$ cat src/rtl/cache_ctrl.sv
// -----------------------------------------------------------------------------
// cache_ctrl
//   Direct-mapped, one-word-per-line cache controller. Write-through with
//   write-allocate. The controller owns the valid bits and the tag store; the
//   external data array only holds data words.
//
// Handshake semantics (one place for all of them):
//   - CPU side:  cpu_req/cpu_we/cpu_addr/cpu_wdata are sampled only while the
//     FSM is idle. Exactly one cpu_ready pulse (one cycle) ends each accepted
//     access. cpu_rdata is valid during that pulse and holds until the next
//     read capture. Requests seen outside idle are dropped, never queued.
//   - Memory side: mem_req (with mem_we, mem_addr, mem_wdata) is held high
//     until a one-cycle mem_ack. mem_rdata is valid together with mem_ack.
//     mem_ack arriving while no request is outstanding is ignored.
//
// Ports:
//   clk, rst                      clock, synchronous active-high reset
//   cpu_req/cpu_we/cpu_addr/
//   cpu_wdata                     CPU request
//   cpu_rdata/cpu_ready           CPU response
//   mem_req/mem_we/mem_addr/
//   mem_wdata/mem_rdata/mem_ack   main-memory port
//   c_mwr/c_moe/c_adr/c_mwd/c_crd cache data-array port (array writes on the
//                                 falling edge while c_mwr=1; c_crd is
//                                 combinational from c_adr)
//   dbg_state                     current FSM state, for observation only
// -----------------------------------------------------------------------------
module cache_ctrl #(
  parameter int LINES = 128
) (
  input  logic        clk,
  input  logic        rst,
  input  logic        cpu_req,
  input  logic        cpu_we,
  input  logic [31:0] cpu_addr,
  input  logic [31:0] cpu_wdata,
  output logic [31:0] cpu_rdata,
  output logic        cpu_ready,
  output logic        mem_req,
  output logic        mem_we,
  output logic [31:0] mem_addr,
  output logic [31:0] mem_wdata,
  input  logic [31:0] mem_rdata,
  input  logic        mem_ack,
  output logic        c_mwr,
  output logic        c_moe,
  output logic [31:0] c_adr,
  output logic [31:0] c_mwd,
  input  logic [31:0] c_crd,
  output logic [2:0]  dbg_state
);

  localparam int IDX_W = $clog2(LINES);
  localparam int TAG_W = 32 - IDX_W;

  typedef enum logic [2:0] {
    S_IDLE   = 3'd0,
    S_LOOKUP = 3'd1,
    S_MEM_RD = 3'd2,
    S_MEM_WR = 3'd3,
    S_FILL   = 3'd4,
    S_RESP   = 3'd5
  } state_t;

  state_t state_q, state_d;

  // Latched request; these also drive the address/data outputs directly so
  // they stay stable from LOOKUP through RESP.
  logic [31:0] addr_q,  addr_d;
  logic        we_q,    we_d;
  logic [31:0] wdata_q, wdata_d;

  logic [31:0] rdata_q, rdata_d;
  logic [31:0] mwd_q,   mwd_d;

  logic [LINES-1:0] valid_q, valid_d;
  logic [TAG_W-1:0] tag_q [LINES];

  logic [IDX_W-1:0] idx;
  logic [TAG_W-1:0] tag;
  logic             hit;
  logic             tag_we;

  assign idx = addr_q[IDX_W-1:0];
  assign tag = addr_q[31:IDX_W];
  assign hit = valid_q[idx] && (tag_q[idx] == tag);

  // ---------------------------------------------------------------------------
  // FSM: state register
  // ---------------------------------------------------------------------------
  always_ff @(posedge clk) begin
    if (rst) begin
      state_q <= S_IDLE;
    end else begin
      state_q <= state_d;
    end
  end

  // ---------------------------------------------------------------------------
  // FSM: next state
  // ---------------------------------------------------------------------------
  always_comb begin
    state_d = state_q;
    case (state_q)
      S_IDLE: begin
        if (cpu_req) state_d = S_LOOKUP;
      end
      S_LOOKUP: begin
        // Every write goes to memory (write-through) and then allocates.
        if (we_q)     state_d = S_MEM_WR;
        else if (hit) state_d = S_RESP;
        else          state_d = S_MEM_RD;
      end
      S_MEM_RD: begin
        if (mem_ack) state_d = S_FILL;
      end
      S_MEM_WR: begin
        if (mem_ack) state_d = S_FILL;
      end
      S_FILL:  state_d = S_RESP;
      S_RESP:  state_d = S_IDLE;
      default: state_d = S_IDLE;
    endcase
  end

  // ---------------------------------------------------------------------------
  // FSM: outputs (pure decode of the current state)
  // ---------------------------------------------------------------------------
  always_comb begin
    cpu_ready = 1'b0;
    mem_req   = 1'b0;
    mem_we    = 1'b0;
    c_mwr     = 1'b0;
    c_moe     = 1'b0;
    tag_we    = 1'b0;
    case (state_q)
      S_LOOKUP: c_moe = 1'b1;
      S_MEM_RD: mem_req = 1'b1;
      S_MEM_WR: begin
        mem_req = 1'b1;
        mem_we  = 1'b1;
      end
      S_FILL: begin
        c_mwr  = 1'b1;
        tag_we = 1'b1;
      end
      S_RESP:  cpu_ready = 1'b1;
      default: ;
    endcase
  end

  // ---------------------------------------------------------------------------
  // Datapath next-state
  // ---------------------------------------------------------------------------
  always_comb begin
    addr_d  = addr_q;
    we_d    = we_q;
    wdata_d = wdata_q;
    rdata_d = rdata_q;
    mwd_d   = mwd_q;
    valid_d = valid_q;

    if (state_q == S_IDLE && cpu_req) begin
      addr_d  = cpu_addr;
      we_d    = cpu_we;
      wdata_d = cpu_wdata;
    end

    // Read hit: the data array answers combinationally during LOOKUP.
    if (state_q == S_LOOKUP && !we_q && hit) begin
      rdata_d = c_crd;
    end

    if (state_q == S_MEM_RD && mem_ack) begin
      rdata_d = mem_rdata;
      mwd_d   = mem_rdata;
    end

    // cpu_rdata is left alone on writes: it only changes on a read capture.
    if (state_q == S_MEM_WR && mem_ack) begin
      mwd_d = wdata_q;
    end

    // Allocation overwrites whatever line was there; no write-back needed
    // because memory is always up to date.
    if (state_q == S_FILL) begin
      valid_d[idx] = 1'b1;
    end
  end

  always_ff @(posedge clk) begin
    if (rst) begin
      addr_q  <= '0;
      we_q    <= 1'b0;
      wdata_q <= '0;
      rdata_q <= '0;
      mwd_q   <= '0;
      valid_q <= '0;
    end else begin
      addr_q  <= addr_d;
      we_q    <= we_d;
      wdata_q <= wdata_d;
      rdata_q <= rdata_d;
      mwd_q   <= mwd_d;
      valid_q <= valid_d;
    end
  end

  // Tag store has no reset: a tag is only meaningful once its valid bit is
  // set, and valid bits are cleared by reset.
  always_ff @(posedge clk) begin
    if (tag_we) begin
      tag_q[idx] <= tag;
    end
  end

  assign cpu_rdata = rdata_q;
  assign mem_addr  = addr_q;
  assign mem_wdata = wdata_q;
  assign c_adr     = addr_q;
  assign c_mwd     = mwd_q;
  assign dbg_state = state_q;

endmodule

$ cat config.mk
export PLATFORM = sky130hd
export DESIGN_NAME = cache_ctrl
export DESIGN_NICKNAME = d
export VERILOG_FILES = /design/src/rtl/cache_ctrl.sv
export SDC_FILE = /design/constraint.sdc
export NUM_CORES = 2
export LEC_CHECK = 0
export BUFFER_PORTS_ARGS = -buffer_cell sky130_fd_sc_hd__buf_2
export CAP_MARGIN = 5
export CORE_ASPECT_RATIO = 0.8
export CORE_MARGIN = 3
export CORE_UTILIZATION = 45
export CTS_CLUSTER_DIAMETER = 50
export DETAILED_ROUTE_END_ITERATION = 10
export PLACE_DENSITY = 0.71
export REMOVE_ABC_BUFFERS = 1
export SLEW_MARGIN = 20
export SYNTH_ARGS = -nofsm -noshare
export SYNTH_HDL_FRONTEND = slang
export SYNTH_SLANG_ARGS = --single-unit
$ cat constraint.sdc
create_clock -name clk -period 5 [get_ports clk]
set_input_delay 0 -clock clk [delete_from_list [all_inputs] [get_ports clk]]
set_output_delay 0 -clock clk [all_outputs]
set_load 0.005 [all_outputs]
# Word level (Yosys, flattened, before mapping)
# Memory sizes are Yosys's and may differ from the RTL's. A register that Yosys moved wholly into a read port is not among the register bits.
# Index checks and enable logic that the tools add are counted.
dict set report totals {
  reg_bits 260
  ram_bits 3200
  out_inout_bits 168
  word_cells 54
  mem_count 1
}
dict set report op_classes {
  order_cmp 2
  eq_ne 8
  n_mux 22
  n_bitwise 1
  reduce_logical 13
}
# memory depth word_bits read_ports rd_clocked_by_memory_dff wr line
set memory_table {}
lappend memory_table {tag_q 128 25 1 1 1 77} ;# logic [TAG_W-1:0] tag_q [LINES];
# cell n
set ops {}
lappend ops {{32-bit 2-to-1 mux} 4}
lappend ops {{128-bit bitwise OR} 1}
lappend ops {{25-bit equality test} 1}
lappend ops {{7-bit 2-to-1 mux} 2}
lappend ops {{3-bit 2-to-1 mux} 4}
lappend ops {{3-bit one-hot mux with 4 select lines} 1}
lappend ops {{1-bit 2-to-1 mux} 9}
lappend ops {{7-bit by 8-bit less-than comparator with 1-bit output, second input constant} 1}
lappend ops {{1-bit binary-select mux with 7-bit select} 1}
lappend ops {{1-bit demux with 7-bit select} 1}
lappend ops {{7-bit by 1-bit >= comparator with 1-bit output, second input constant} 1}
lappend ops {{1-bit logical AND} 7}
lappend ops {{3-bit by 2-bit equality test with 1-bit output, second input constant} 2}
lappend ops {{3-bit equality test, second input constant} 2}
lappend ops {{2-bit nonzero test} 2}
lappend ops {{3-bit by 1-bit equality test with 1-bit output, second input constant} 1}
lappend ops {{3-bit logical NOT} 1}
lappend ops {{2-bit by 1-bit inequality test with 1-bit output, second input constant} 1}
lappend ops {{2-bit inequality test, second input constant} 1}
lappend ops {{2-bit AND reduction} 1}
lappend ops {{2-bit OR reduction} 1}
lappend ops {{1-bit logical NOT} 1}

# Logic depth before layout (Yosys ltp)
dict set report logic_depth {
  ltp_word 6
  depth_mapped 21
  mapped_depth_nobuf 11
}

# Worst setup path after synthesis
# No wires, ideal clock.
dict set report synth_timing {
  kind {register -> register}
  from {register addr_q[18] (netlist: c_adr[18])}
  to {register rdata_q[11] (netlist: cpu_rdata[11])}
  arrival_time_ns 3.947
  t_required_ns 4.854
  path_slack_ns 0.907
  path_stages_with_launch 10
  n_path_buf 2
  period_less_slack_ns 4.093
  cell_sequence {dfxtp_1 clkbuf_1 xnor2_1 o221ai_1 or4_1 o31ai_1 nand4_1 o21ai_2 buf_2 a211oi_2}
}
dict set report synth_between {
  elab_chain_len 4
}
# item line
set synth_lines {}
lappend synth_lines {{from (decl)} 69} ;# logic [31:0] addr_q, addr_d;
lappend synth_lines {{from (signal assigned)} 200} ;# addr_q <= addr_d;
lappend synth_lines {{25-bit equality test} 86} ;# assign hit = valid_q[idx] && (tag_q[idx] == tag);
lappend synth_lines {{1-bit logical AND} 86}
lappend synth_lines {{1-bit logical AND} 170} ;# if (state_q == S_LOOKUP && !we_q && hit) begin
lappend synth_lines {{2-bit nonzero test (no source line)} --}
lappend synth_lines {{to (signal assigned)} 203} ;# rdata_q <= rdata_d;
lappend synth_lines {{to (decl)} 73} ;# logic [31:0] rdata_q, rdata_d;
# Every way passes these cells.
# A chain may end at the register's enable or synchronous reset.

==> impl_results.md <==
* Kind of path behind the tightest hold check: in2reg
* Syn Std Cell Area at 0.135 sq mm
* Hold Fails Final Rpt at 0
* Top fanout value on the critical path at 19
* GRT Util Overall at 0.294
* Failing checks: setup timing
* Flop and latch count out of synthesis at 3467
* Num ports at 301
* Maximum number of buffers from clock root to sink at 4
* Number of cells traversed by the worst register-to-register path at 16
* Crit path DAT at 5920 ps
* Actual transition at the worst max-transition pin at 1210 ps
* Final critical-path setup slack at -171 ps
* Sinks on the clock net at 3467
* Drc violations at 0
* Part of the Yosys area used for sequential elements at 0.751
* Average via count per standard cell at ~6.5
* Number of routed nets with antenna violations at 0
* Maximum ir drop on the vdd rail at 414 uV
* Total overflow reported by the global router at 0
* Met3 usage in global routing at 0.102
* Initial cell density of the core at 0.453
* Final Power at 66600 uW
* Leakage power at 0.0522 uW
* Async SR Flop Fraction at 0
* Num CTS Buffers at between 300 and 400
* Distinct cell type count of the synthesized netlist at 81
* Iteration count of the initial detailed-routing pass at 6
* Setup Skew at ~81 ps
* Instance count along the most critical hold path at 4
* Worst hold path endpoint: cpu_rdata[2]
* Top library cells by usage in the layout, fill and taps aside: 3200 x edfxtp_1, 638 x mux4_2, 593 x buf_4
* Routed wire per std cell at about 37 um
* Category of the worst setup path launch point: flip-flop
* Kind of end point of the critical path: flip-flop
* Busiest grt layer: met2
* Rel. slew slack at 0.189
* Critical register-to-register path endpoint: cpu_rdata[15]
* Die ar. at 0.307 sq mm
* Floorplan die width at around 600 um
* CP Data Required Time at ~5800 ps
* Total negative slack for setup checks at -4080 ps
* Kind of cell adding the most delay to the critical path: buffers and inverters
* Most frequent cell on the critical path: buf_4
* Core Area at 0.298 sq mm
* Clock root buffer: clkbuf_16
* Cell area power density at 411 mW/mm^2
* Final-stage net count at 8376
* Count of endpoints failing setup in the final report at 32
* Number of violations of the max-capacitance limit at 0
* Avg Cell Area, Syn at 19.3 sq um
* CTS tree: built
* Ratio of cells with drive above 1 in the final layout at 0.298
* Synthesis-to-layout area growth at 19.9%
* Routed via count at 81000
* Most common cell after layout, fill and taps aside: edfxtp_1
* Grt met1 use at 0.398
* Number of standard-cell rows in the floorplan at 179
* Category of the most critical setup path: reg2reg
* Worst-path clk slew at 60 ps
* Fin Hold WS at 60.4 ps
* Stage delay of the slowest cell on the critical path at about 630 ps
* Max Transition Viols Final at 0
* Global-route wire length before repair at 628000 um
* Total wire length after detailed routing at 460000 um
* Slack of the worst reg-to-reg path at -170 ps
* Vert. Die Dim at between 400 and 500 um
* Run status: finished, violations left
* Yosys warns at 0
* Sum of buffers and inverters on the critical path at 7
* Number of H-tree levels at 5
* Iter 0 DRT Violations at around 15000
* Source-to-sink clock delay at the later pin of the worst-skew pair at 920 ps
* IO buf count at 300
* Cells traversed along the worst timing path: buf_4 > inv_4 > buf_4 > buf_12 > mux2i_1 > o21ai_0 > a32oi_1 > xor2_1 > o211ai_1 > nor4_4 > buf_4 > nand4_1 > buf_4 > o21ai_4 > bufbuf_16 > a211oi_2
* Antenna violations before repair at 30
* Final weighted congestion of routability-driven global placement at 1.02
* Post-detailed-placement half-perimeter wirelength at around 280000 um
* Cell at the slowest stage of the critical path: mux2i_1
* Startpoint of the tightest hold check path: c_crd[2]
* Predominant post-synthesis flop cell: edfxtp_1
* Highest attainable clock frequency at between 150 and 200 MHz
* Pin count of the biggest net entering global routing at 105
* Number of enable-type register cells in the synthesized netlist at 3200
* Minimum clock period at 5170 ps
* Post-route fraction of the period consumed by the critical path at 1.03
* Number of global-route vias before repair at 78100
* Number of instances in the synthesized netlist at 6986
* GR Layer Usage met2 at 0.427
* Setup repair after global routing missed its margin: yes
==> where the power goes <==
group	switching (uW)	total [uW]	internal, uW
Clock	11300	25900	14600
Combinational	5080	8090	3020
Sequential	463	32700	32200
==> synth_stat cells, types with 34 or more instances <==
cell	instances	area, sq um
nand2_1	286	1070
clkbuf_1	150	563
mux4_2	638	14400
a211oi_1	84	631
mux2i_1	559	5600
o22ai_1	74	463
a21oi_1	143	716
nor3_1	38	190
o21ai_0	45	225
nor2_1	436	1640
buf_2	117	586
mux2_2	40	450
a22oi_1	168	1260
nand3_1	59	295
buf_4	81	608
dfxtp_1	267	5350
buf_6	34	383
nor2b_1	45	282
edfxtp_1	3200	96100
buf_1	39	146
a221oi_1	39	342
==> area by class of cell <==
cell class | count | area (sq um)
Antenna cell | 28 | 70.1
Clock inverter | 198 | 1930
Fill cell | 22200 | 136000
Clock buffer | 424 | 9210
Multi-Input combinational cell | 3060 | 32300
Tap cell | 3982 | 4980
Sequential cell | 3467 | 102000
Inverter | 13 | 52.6
Timing Repair Buffer | 1354 | 11800
==> per-layer routing <==
layer / vias up / share of wire
li1: 31000 / -
met1: 41800 / 0.36
met4: 14 / 0.058
met5: - / 0.00020
met3: 1226 / 0.15
met2: 6973 / 0.43
==> registers in the layout (all words and copies together), names as in the netlist, named ones only <==
name / cells
c_adr: 32
we_q: 1
dbg_state: 3
cpu_rdata: 32
c_mwd: 32
tag_q: 3200
valid_q: 128
mem_wdata: 32
==> what timing repair did <==
| item | CTS | global route |
|---|---|---|
| setup endpoints to repair | 35 | 33 |
| hold buffers | 337 | 0 |
| cloned | 11 | 8 |
| endpoints found under the hold margin | 139 | 0 |
| setup buffers | 25 | 34 |
| resized for setup | 73 | 103 |
| pin swaps | 3 | 23 |
==> worst min-delay path, cell delays in order <==
cell           delay, ps
dlygate4sd3_1        530
buf_2                130
mux2i_1              140
a211oi_1             110
==> per-stage QoR <==
stage	utilization	setup WS, ps	std cells	cell area, sq um
6_report	0.543	-171	12500	162000
5_1_grt	0.543	-70.0	12500	162000
4_1_cts	0.540	1.13	12500	161000
3_5_place_dp	0.488	-509	11500	146000
3_3_place_gp	0.488	-483	11500	146000
2_1_floorplan	-	-30270	6540	132000
==> kinds of logic (layout without fill, tap and decap cells) <==
group / after synthesis / in the layout / share of synthesized area
AO/OA/AOI/OAI: 759 / 759 / 0.0408
AND/OR/NAND/NOR: 1020 / 1020 / 0.0336
XOR/XNOR: 41 / 41 / 0.00266
buffers and inverters: 459 / 1989 / 0.0202
flip-flops: 3467 / 3467 / 0.751
multiplexers: 1240 / 1240 / 0.152
other: 0 / 28 / 0
==> worst max-delay path by stage <==
stage | to | slack, ps | depth (start not counted)
6_report | cpu_rdata[15] | -170 | 16
5_1_grt | cpu_rdata[20] | -70 | 21
4_1_cts | cpu_rdata[31] | 1 | 19
3_5_place_dp | cpu_rdata[13] | -510 | 18
3_3_place_gp | cpu_rdata[2] | -480 | 18
2_1_floorplan | cpu_rdata[0] | -30270 | 11
No activity file was read; power rests on OpenSTA's default activity.
